==> src/rtl/conv_pad_sched_pkg.sv <==
// rtl/conv_pad_sched_pkg.sv - shared state encoding and sizing constants for the padding scheduler
package conv_pad_sched_pkg;

    localparam int MAX_SIZE_DEF = 64;
    localparam int CNT_W        = 13;
    localparam int IDLE_W       = 16;
    localparam int TMO_MULT     = 4;

    typedef enum logic [2:0] {
        S_IDLE,
        S_CLEAR,
        S_STREAM,
        S_DRAIN,
        S_FIN
    } state_t;

endpackage

==> src/rtl/conv_pad_sched_pad_pipe_reg.sv <==
// rtl/conv_pad_sched_pad_pipe_reg.sv - one-cycle register stage feeding the padding datapath
module pad_pipe_reg #(
    parameter int DATA_W = 16
) (
    input  logic                     clk,
    input  logic                     rst,
    input  logic                     in_valid,
    input  logic signed [DATA_W-1:0] in_data,
    output logic                     pad_valid,
    output logic signed [DATA_W-1:0] pad_data
);

    always_ff @(posedge clk) begin
        if (!rst) begin
            pad_valid <= 1'b0;
            pad_data  <= '0;
        end else begin
            pad_valid <= in_valid;
            if (in_valid) begin
                pad_data <= in_data;
            end
        end
    end

endmodule

==> src/rtl/conv_pad_sched.sv <==
// rtl/conv_pad_sched.sv - frame scheduler streaming N*N pixels into a padding datapath and counting its (N+2)^2 outputs
module conv_pad_sched
    import conv_pad_sched_pkg::*;
#(
    parameter int DATA_W   = 16,
    parameter int MAX_SIZE = MAX_SIZE_DEF,
    parameter int SZ_W     = 7
) (
    input  logic                     clk,
    input  logic                     rst,
    input  logic [SZ_W-1:0]          cfg_size,
    input  logic                     start,
    output logic                     busy,
    output logic                     done,
    output logic                     err,
    input  logic                     src_valid,
    input  logic signed [DATA_W-1:0] src_data,
    output logic                     src_ready,
    output logic                     pad_valid,
    output logic signed [DATA_W-1:0] pad_data,
    output logic [SZ_W-1:0]          pad_size,
    output logic                     pad_clr,
    input  logic                     pad_o_valid,
    output logic [CNT_W-1:0]         out_cnt
);

    state_t state, state_nxt;

    logic [CNT_W-1:0]  in_cnt;
    logic [CNT_W-1:0]  nn;
    logic [CNT_W-1:0]  nn2;
    logic [IDLE_W-1:0] idle_cnt;
    logic [IDLE_W-1:0] tmo;
    logic [CNT_W-1:0]  n_ext;
    logic [CNT_W-1:0]  n2_ext;

    logic size_ok;
    logic accept;
    logic last_acc;
    logic out_full;
    logic cnt_out;
    logic timeout;
    logic err_c;

    assign size_ok   = (cfg_size != '0) && (int'(cfg_size) <= MAX_SIZE);
    assign src_ready = (state == S_STREAM);
    assign accept    = src_valid && src_ready;
    assign last_acc  = accept && (in_cnt == nn - CNT_W'(1));
    assign out_full  = (out_cnt == nn2);
    assign n_ext     = CNT_W'(pad_size);
    assign n2_ext    = n_ext + CNT_W'(2);

    // Once the full padded frame is counted, further strobes are stragglers and must not count.
    assign cnt_out = pad_o_valid &&
                     ((state == S_STREAM) || ((state == S_DRAIN) && !out_full));
    assign timeout = (state == S_DRAIN) && !out_full && !pad_o_valid && (idle_cnt >= tmo);

    always_comb begin
        state_nxt = state;
        err_c     = 1'b0;
        case (state)
            S_IDLE: begin
                if (start) begin
                    if (size_ok) begin
                        state_nxt = S_CLEAR;
                    end else begin
                        err_c = 1'b1;
                    end
                end
            end
            S_CLEAR:  state_nxt = S_STREAM;
            S_STREAM: begin
                if (last_acc) begin
                    state_nxt = S_DRAIN;
                end
            end
            S_DRAIN: begin
                if (out_full) begin
                    state_nxt = S_FIN;
                end else if (timeout) begin
                    err_c     = 1'b1;
                    state_nxt = S_FIN;
                end
            end
            S_FIN:    state_nxt = S_IDLE;
            default:  state_nxt = S_IDLE;
        endcase
    end

    // Pulses are gated by reset so an abandoned frame never reports completion or failure.
    assign busy    = (state != S_IDLE);
    assign done    = (state == S_FIN) && rst;
    assign err     = err_c && rst;
    assign pad_clr = (state == S_CLEAR);

    always_ff @(posedge clk) begin
        if (!rst) begin
            state    <= S_IDLE;
            pad_size <= '0;
            in_cnt   <= '0;
            out_cnt  <= '0;
            nn       <= '0;
            nn2      <= '0;
            idle_cnt <= '0;
            tmo      <= '0;
        end else begin
            state <= state_nxt;
            if ((state == S_IDLE) && start && size_ok) begin
                pad_size <= cfg_size;
            end
            if (state == S_CLEAR) begin
                nn       <= n_ext * n_ext;
                nn2      <= n2_ext * n2_ext;
                tmo      <= IDLE_W'(TMO_MULT) * IDLE_W'(n2_ext);
                in_cnt   <= '0;
                out_cnt  <= '0;
                idle_cnt <= '0;
            end else begin
                if (accept) begin
                    in_cnt <= in_cnt + CNT_W'(1);
                end
                if (cnt_out) begin
                    out_cnt <= out_cnt + CNT_W'(1);
                end
                if (state == S_DRAIN) begin
                    idle_cnt <= pad_o_valid ? '0 : idle_cnt + IDLE_W'(1);
                end
            end
        end
    end

    pad_pipe_reg #(
        .DATA_W (DATA_W)
    ) u_pipe (
        .clk       (clk),
        .rst       (rst),
        .in_valid  (accept),
        .in_data   (src_data),
        .pad_valid (pad_valid),
        .pad_data  (pad_data)
    );

endmodule
==> config.mk <==
export PLATFORM = sky130hd
export DESIGN_NAME = conv_pad_sched
export DESIGN_NICKNAME = d
export VERILOG_FILES = /design/src/rtl/conv_pad_sched_pkg.sv /design/src/rtl/conv_pad_sched_pad_pipe_reg.sv /design/src/rtl/conv_pad_sched.sv
export SDC_FILE = /design/constraint.sdc
export NUM_CORES = 1
export LEC_CHECK = 0
export CAP_MARGIN = 0
export CORE_AREA = 2 2 140 142
export CTS_BUF_LIST = sky130_fd_sc_hd__clkbuf_8
export DETAILED_ROUTE_END_ITERATION = 12
export DIE_AREA = 0 0 142 144
export PLACE_DENSITY = 0.57
export SETUP_SLACK_MARGIN = 0.05
export SLEW_MARGIN = 20
export SYNTH_ARGS = -nofsm -noshare
export SYNTH_HDL_FRONTEND = slang
export SYNTH_HIERARCHICAL = 1
export SYNTH_SLANG_ARGS = --single-unit
==> constraint.sdc <==
create_clock -name clk -period 9.12 [get_ports clk]
set_input_delay 0.912 -clock clk [delete_from_list [all_inputs] [get_ports clk]]
set_output_delay 0.912 -clock clk [all_outputs]
set_load 0.05 [all_outputs]
Yosys cells after proc, flatten, opt, wreduce, memory -nomap -nowiden
Cells that the tools add are included.
{"block": "word_totals", "register_bits": 108, "in_bits": 28, "output_inout_bits": 42, "word_cells": 61}
{"block": "op_classes", "n_addsub": 5, "mul": 2, "order_cmp": 2, "n_eq_ne": 10, "n_mux": 12, "n_bitwise": 1, "reduce_logical": 19}
{"operator": "13-bit by 1-bit adder with 13-bit output (second input constant)", "count": 2}
{"operator": "13-bit == test", "count": 2}
{"operator": "16-bit by 1-bit adder with 16-bit output (second input constant)", "count": 1}
{"operator": "16-bit by 15-bit >= comparator with 1-bit output", "count": 1}
{"operator": "16-bit 2-to-1 mux", "count": 1}
{"operator": "3-bit 2-to-1 mux", "count": 5}
{"operator": "7-bit by 7-bit multiplier with 13-bit output", "count": 1}
{"operator": "8-bit by 8-bit multiplier with 13-bit output", "count": 1}
{"operator": "13-bit by 1-bit subtractor with 13-bit output (second input constant)", "count": 1}
{"operator": "3-bit case mux with 4 select lines", "count": 1}
{"operator": "1-bit logical AND", "count": 11}
{"operator": "7-bit by 2-bit adder with 8-bit output (second input constant)", "count": 1}
{"operator": "7-bit less-or-equal comparator (second input constant)", "count": 1}
{"operator": "7-bit nonzero test", "count": 1}
{"operator": "3-bit by 2-bit == test with 1-bit output (second input constant)", "count": 2}
{"operator": "1-bit 2-to-1 mux", "count": 4}
{"operator": "2-bit != test (second input constant)", "count": 2}
{"operator": "4-bit AND reduction", "count": 1}
{"operator": "3-bit by 1-bit == test with 1-bit output (second input constant)", "count": 1}
{"operator": "3-bit == test (second input constant)", "count": 1}
{"operator": "3-bit logical NOT", "count": 1}
{"operator": "3-bit != test (second input constant)", "count": 1}
{"operator": "3-bit nonzero test", "count": 1}
{"operator": "1-bit logical NOT", "count": 2}
{"operator": "5 further kinds", "count": 5}

Longest topological paths before layout
{"block": "depth", "ltp_word": 9, "depth_mapped": 20, "mapped_depth_nobuf": 19}

By module
The synthesis kept the hierarchy.
{"mod": "conv_pad_sched", "instances": 1, "cells_per_inst": 814, "area_each_um2": 6775.2, "seq_area_each_um2": 1641.6}
{"mod": "pad_pipe_reg", "instances": 1, "cells_per_inst": 53, "area_each_um2": 643.1, "seq_area_each_um2": 340.3}

Worst setup path after synthesis
No wires, ideal clock.
{"block": "synth_path", "path_kind": "register to register", "start": "register pad_size[3]", "end": "register nn2[12]", "setup_ns": 0.120, "arrival_time_ns": 5.083, "t_required_ns": 9.000, "slack_ns": 3.916, "stages_incl_launch_ff": 20, "n_path_buf": 1, "period_less_slack_ns": 5.204, "cell_sequence": "dfxtp_1 -> buf_4 -> nand4_1 -> or3_1 -> and2_1 -> or2_2 -> fa_1 -> inv_1 -> fa_1 -> fa_1 -> inv_1 -> fa_1 -> inv_1 -> ha_1 -> nor4_1 -> o21ai_0 -> a31o_2 -> a21oi_1 -> or3_1 -> nand3_1"}
{"block": "synth_via", "elab_chain_cells": 2}
{"item": "start: declaration", "line": "conv_pad_sched.sv:21", "source": "output logic [SZ_W-1:0] pad_size,"}
{"item": "start signal: assignment", "line": "conv_pad_sched.sv:109", "source": "pad_size <= cfg_size;"}
{"item": "7-bit by 2-bit adder with 8-bit output", "line": "conv_pad_sched.sv:51", "source": "assign n2_ext = n_ext + CNT_W'(2);"}
{"item": "8-bit by 8-bit multiplier with 13-bit output", "line": "conv_pad_sched.sv:113", "source": "nn2 <= n2_ext * n2_ext;"}
{"item": "end signal: assignment", "line": "conv_pad_sched.sv:113"}
{"item": "end: declaration", "line": "conv_pad_sched.sv:31", "source": "logic [CNT_W-1:0] nn2;"}
No other way between the ends.
A chain may end at the register's enable or synchronous reset.

Worst setup path after layout
{"block": "layout_path", "start": "register pad_size[4]", "end": "register nn2[12]"}
Same word-level chain as after synthesis.

==> flow_summary.json <==
{
  "netlist_area_um2": 7420,
  "drv_slew": 0,
  "cts-root-buf": "clkbuf_8",
  "setup_violations": 0,
  "maxCapViolCount": 0,
  "hold_viol": 0,
  "routedWlPerCell_um": 14.5,
  "cpPeakStageDelay_ns": 0.70,
  "holdCritStartpoint": "nn2[7]",
  "layout_common_cells": "dfxtp_1 (99), nor2_1 (87), inv_1 (85)",
  "timing.final.ws_setup_ns": 3.85,
  "seq_area_um2": 1980,
  "drt_iter0_markers": 275,
  "period_needed_ns": 5.27,
  "clk_pin_slew_ns": 0.10,
  "cts_resized": 0,
  "die_area_um2": 20400,
  "port_buffers": 69,
  "rsz0062_at_grt": "no",
  "syn_avg_cell_area_um2": 8.56,
  "yosysUniqueCellTypes": 70,
  "die_y_um": 144,
  "initial_core_util": 0.389,
  "multi_input_area_um2": 4900,
  "whs_ns": 0.469,
  "row_count": 51,
  "area_growth_pct": 14.0,
  "layout_commonest_cell": "dfxtp_1",
  "max_slew_margin": 0.442,
  "setup-tns-final_ns": 0,
  "min_path_cells": 2,
  "status": "finished, final reports clean",
  "crit_type": "reg2reg",
  "gp_congestion": 0.854,
  "worstSetupStartpoint": "pad_size[4]",
  "drc_errors": 0,
  "ys_ff_latch": 99,
  "rr_startpoint": "pad_size[4]",
  "antenna_found_initial": 0,
  "peakVddDrop_v": 0.0000617,
  "cts.sinks": 99,
  "htreeDepth": 3,
  "postSynthCellCount": 867,
  "via_per_inst": 4.96,
  "antennaDiodeCount": 0,
  "wirelength_mm": 16.8,
  "synthArstFlopShare": 0,
  "ys.flop_type": "dfxtp_1",
  "antenna_left": 0,
  "nets": 1043,
  "crit_top_cell": "fa_1",
  "core_um2": 19100,
  "fillers": 1921,
  "synth-edff-count": 0,
  "hold_buffers": 0,
  "grt_remaining_overflow": 0,
  "dp_hpwl_mm": 13.0,
  "post_cts_buffers": 0,
  "die_x_um": 142,
  "crit_arrival_ns": 5.55,
  "grt_pass1_wl_mm": 27.8,
  "cts_tree": "done",
  "endpoint_kind": "flip-flop",
  "grt_max_degree": 37,
  "place_ws_ns": 3.80,
  "power.density_nw_per_um2": 118,
  "post-route-period-util": 0.578,
  "numCtsBuffers": 9,
  "start_kind": "flip-flop",
  "yosysSeqAreaShare": 0.267,
  "clock_latency_ns": 0.39,
  "placed_cell_area_um2": 8250,
  "yosysWarnings": 6,
  "gr-usage-all-layers": 0.170,
  "first_pass_iters": 4,
  "grt_pass1_vias": 5458,
  "clockBufferDepth": 2,
  "worst-r2r-cell-count": 18,
  "p_leak_nw": 3.57,
  "required_ns": 9.40,
  "slowest_stage": "dfxtp_1",
  "drive_gt1_frac": 0.0510,
  "placedCellCount": 1143,
  "clock.fmax_ghz": 0.190,
  "design_area_um2": 8460,
  "fin_cells": 1159,
  "finClkSkew_ns": 0.0164,
  "hold_path.class": "reg2reg",
  "ios": 70,
  "vias": 5746,
  "critPathMaxFanout": 17,
  "cp_cell_sequence": "nand4_1, or3_1, and2_1, or2_2, fa_1, inv_1, fa_1, fa_1, inv_1, fa_1, inv_1, ha_1, nor4_1, o21ai_0, a31o_2, a21oi_1, or3_1, nand3_1",
  "tightest_slew_ns": 0.834
}
## path summary, 6_finish.rpt
check | endpoint | slack [ns]
worst min register to register | nn2[7] | 0.47
worst max-delay path | nn2[12] | 3.85
worst max register to register | nn2[12] | 3.85
worst min-delay path | nn2[7] | 0.47
## critical path: cells and delay by family (launching register included)
family / cells / cell delay (ns)
flops: 1 / 0.70
fa+ha+maj: 5 / 2.29
simple gates: 7 / 1.43
buf+inv: 3 / 0.16
compound gates: 3 / 0.59
## sequential cells by signal, summed over array words and instances (netlist names)
| name | cells |
|---|---|
| idle_cnt | 16 |
| in_cnt | 13 |
| nn | 12 |
| nn2 | 11 |
| out_cnt | 13 |
| pad_size | 7 |
| state | 3 |
| tmo | 7 |
| u_pipe/pad_data | 16 |
| u_pipe/pad_valid | 1 |
## report_power, final
part	leakage [nW]	switching [mW]	internal (mW)
sequential	0.800	0.0167	0.447
combinational	2.65	0.144	0.0900
clock	0.111	0.166	0.138
total	3.57	0.327	0.675
## final cells by class
type,instances,share of cell area
clock buffer,10,0.0163
clock inverter,6,0.00843
inverter,90,0.0399
multi-input combinational,642,0.580
sequential,99,0.234
tap,238,0.0352
timing repair buffer,74,0.0861
## cells by family (layout without fill, tap and decap cells)
family                   after synthesis  after routing  synth area share
AND/OR/NAND/NOR                      311            311             0.216
flip-flops                            99             99             0.267
AO/OA/AOI/OAI                        121            121             0.106
XOR/XNOR                              83             83            0.0980
multiplexers                          26             26            0.0353
adder cells (fa/ha/maj)               99             99             0.204
other                                  1              2          0.000506
buffers and inverters                127            180            0.0722
## synthesized netlist by cell type (3+ instances only)
library cell | number | share of area
clkbuf_1 | 16 | 0.0081
ha_1 | 62 | 0.10
a31o_2 | 3 | 0.0035
a21oi_1 | 43 | 0.029
inv_1 | 84 | 0.043
and4_1 | 5 | 0.0059
o21bai_1 | 3 | 0.0030
nand4_1 | 17 | 0.014
and3_1 | 9 | 0.0076
o21ai_0 | 13 | 0.0088
o21ai_1 | 7 | 0.0047
nor2_1 | 87 | 0.044
nor3_1 | 16 | 0.011
nor4_1 | 9 | 0.0076
xnor2_1 | 38 | 0.045
fa_1 | 37 | 0.10
o21a_1 | 4 | 0.0040
nand2_1 | 71 | 0.036
xor2_1 | 45 | 0.053
inv_2 | 6 | 0.0030
buf_2 | 13 | 0.0088
or2_2 | 4 | 0.0034
nor2b_1 | 24 | 0.020
or3_1 | 7 | 0.0059
a211oi_1 | 13 | 0.013
or4_1 | 6 | 0.0061
buf_4 | 5 | 0.0051
nand3_1 | 22 | 0.015
and2_1 | 12 | 0.010
mux2i_1 | 25 | 0.034
dfxtp_1 | 99 | 0.27
a21o_1 | 7 | 0.0071
o31ai_1 | 5 | 0.0051
nor4_2 | 3 | 0.0051
## through the flow
| stage | util | power [mW] |
|---|---|---|
| finish | 0.443 | 1.00 |
| global route | 0.443 | 1.06 |
| CTS | 0.443 | 1.02 |
| detailed placement | 0.432 | 0.712 |
| global placement | 0.432 | 0.710 |
| floorplan | - | 0.646 |
## per-layer routing
layer / vias up / GRT usage / wire [µm]
li1: 3009 / - / -
met1: 2610 / 0.233 / 8330
met2: 115 / 0.279 / 7380
met3: 12 / 0.0325 / 820
met4: 0 / 0.0405 / 221
met5: - / 0 / 0
(Power assumes the default switching activity.)
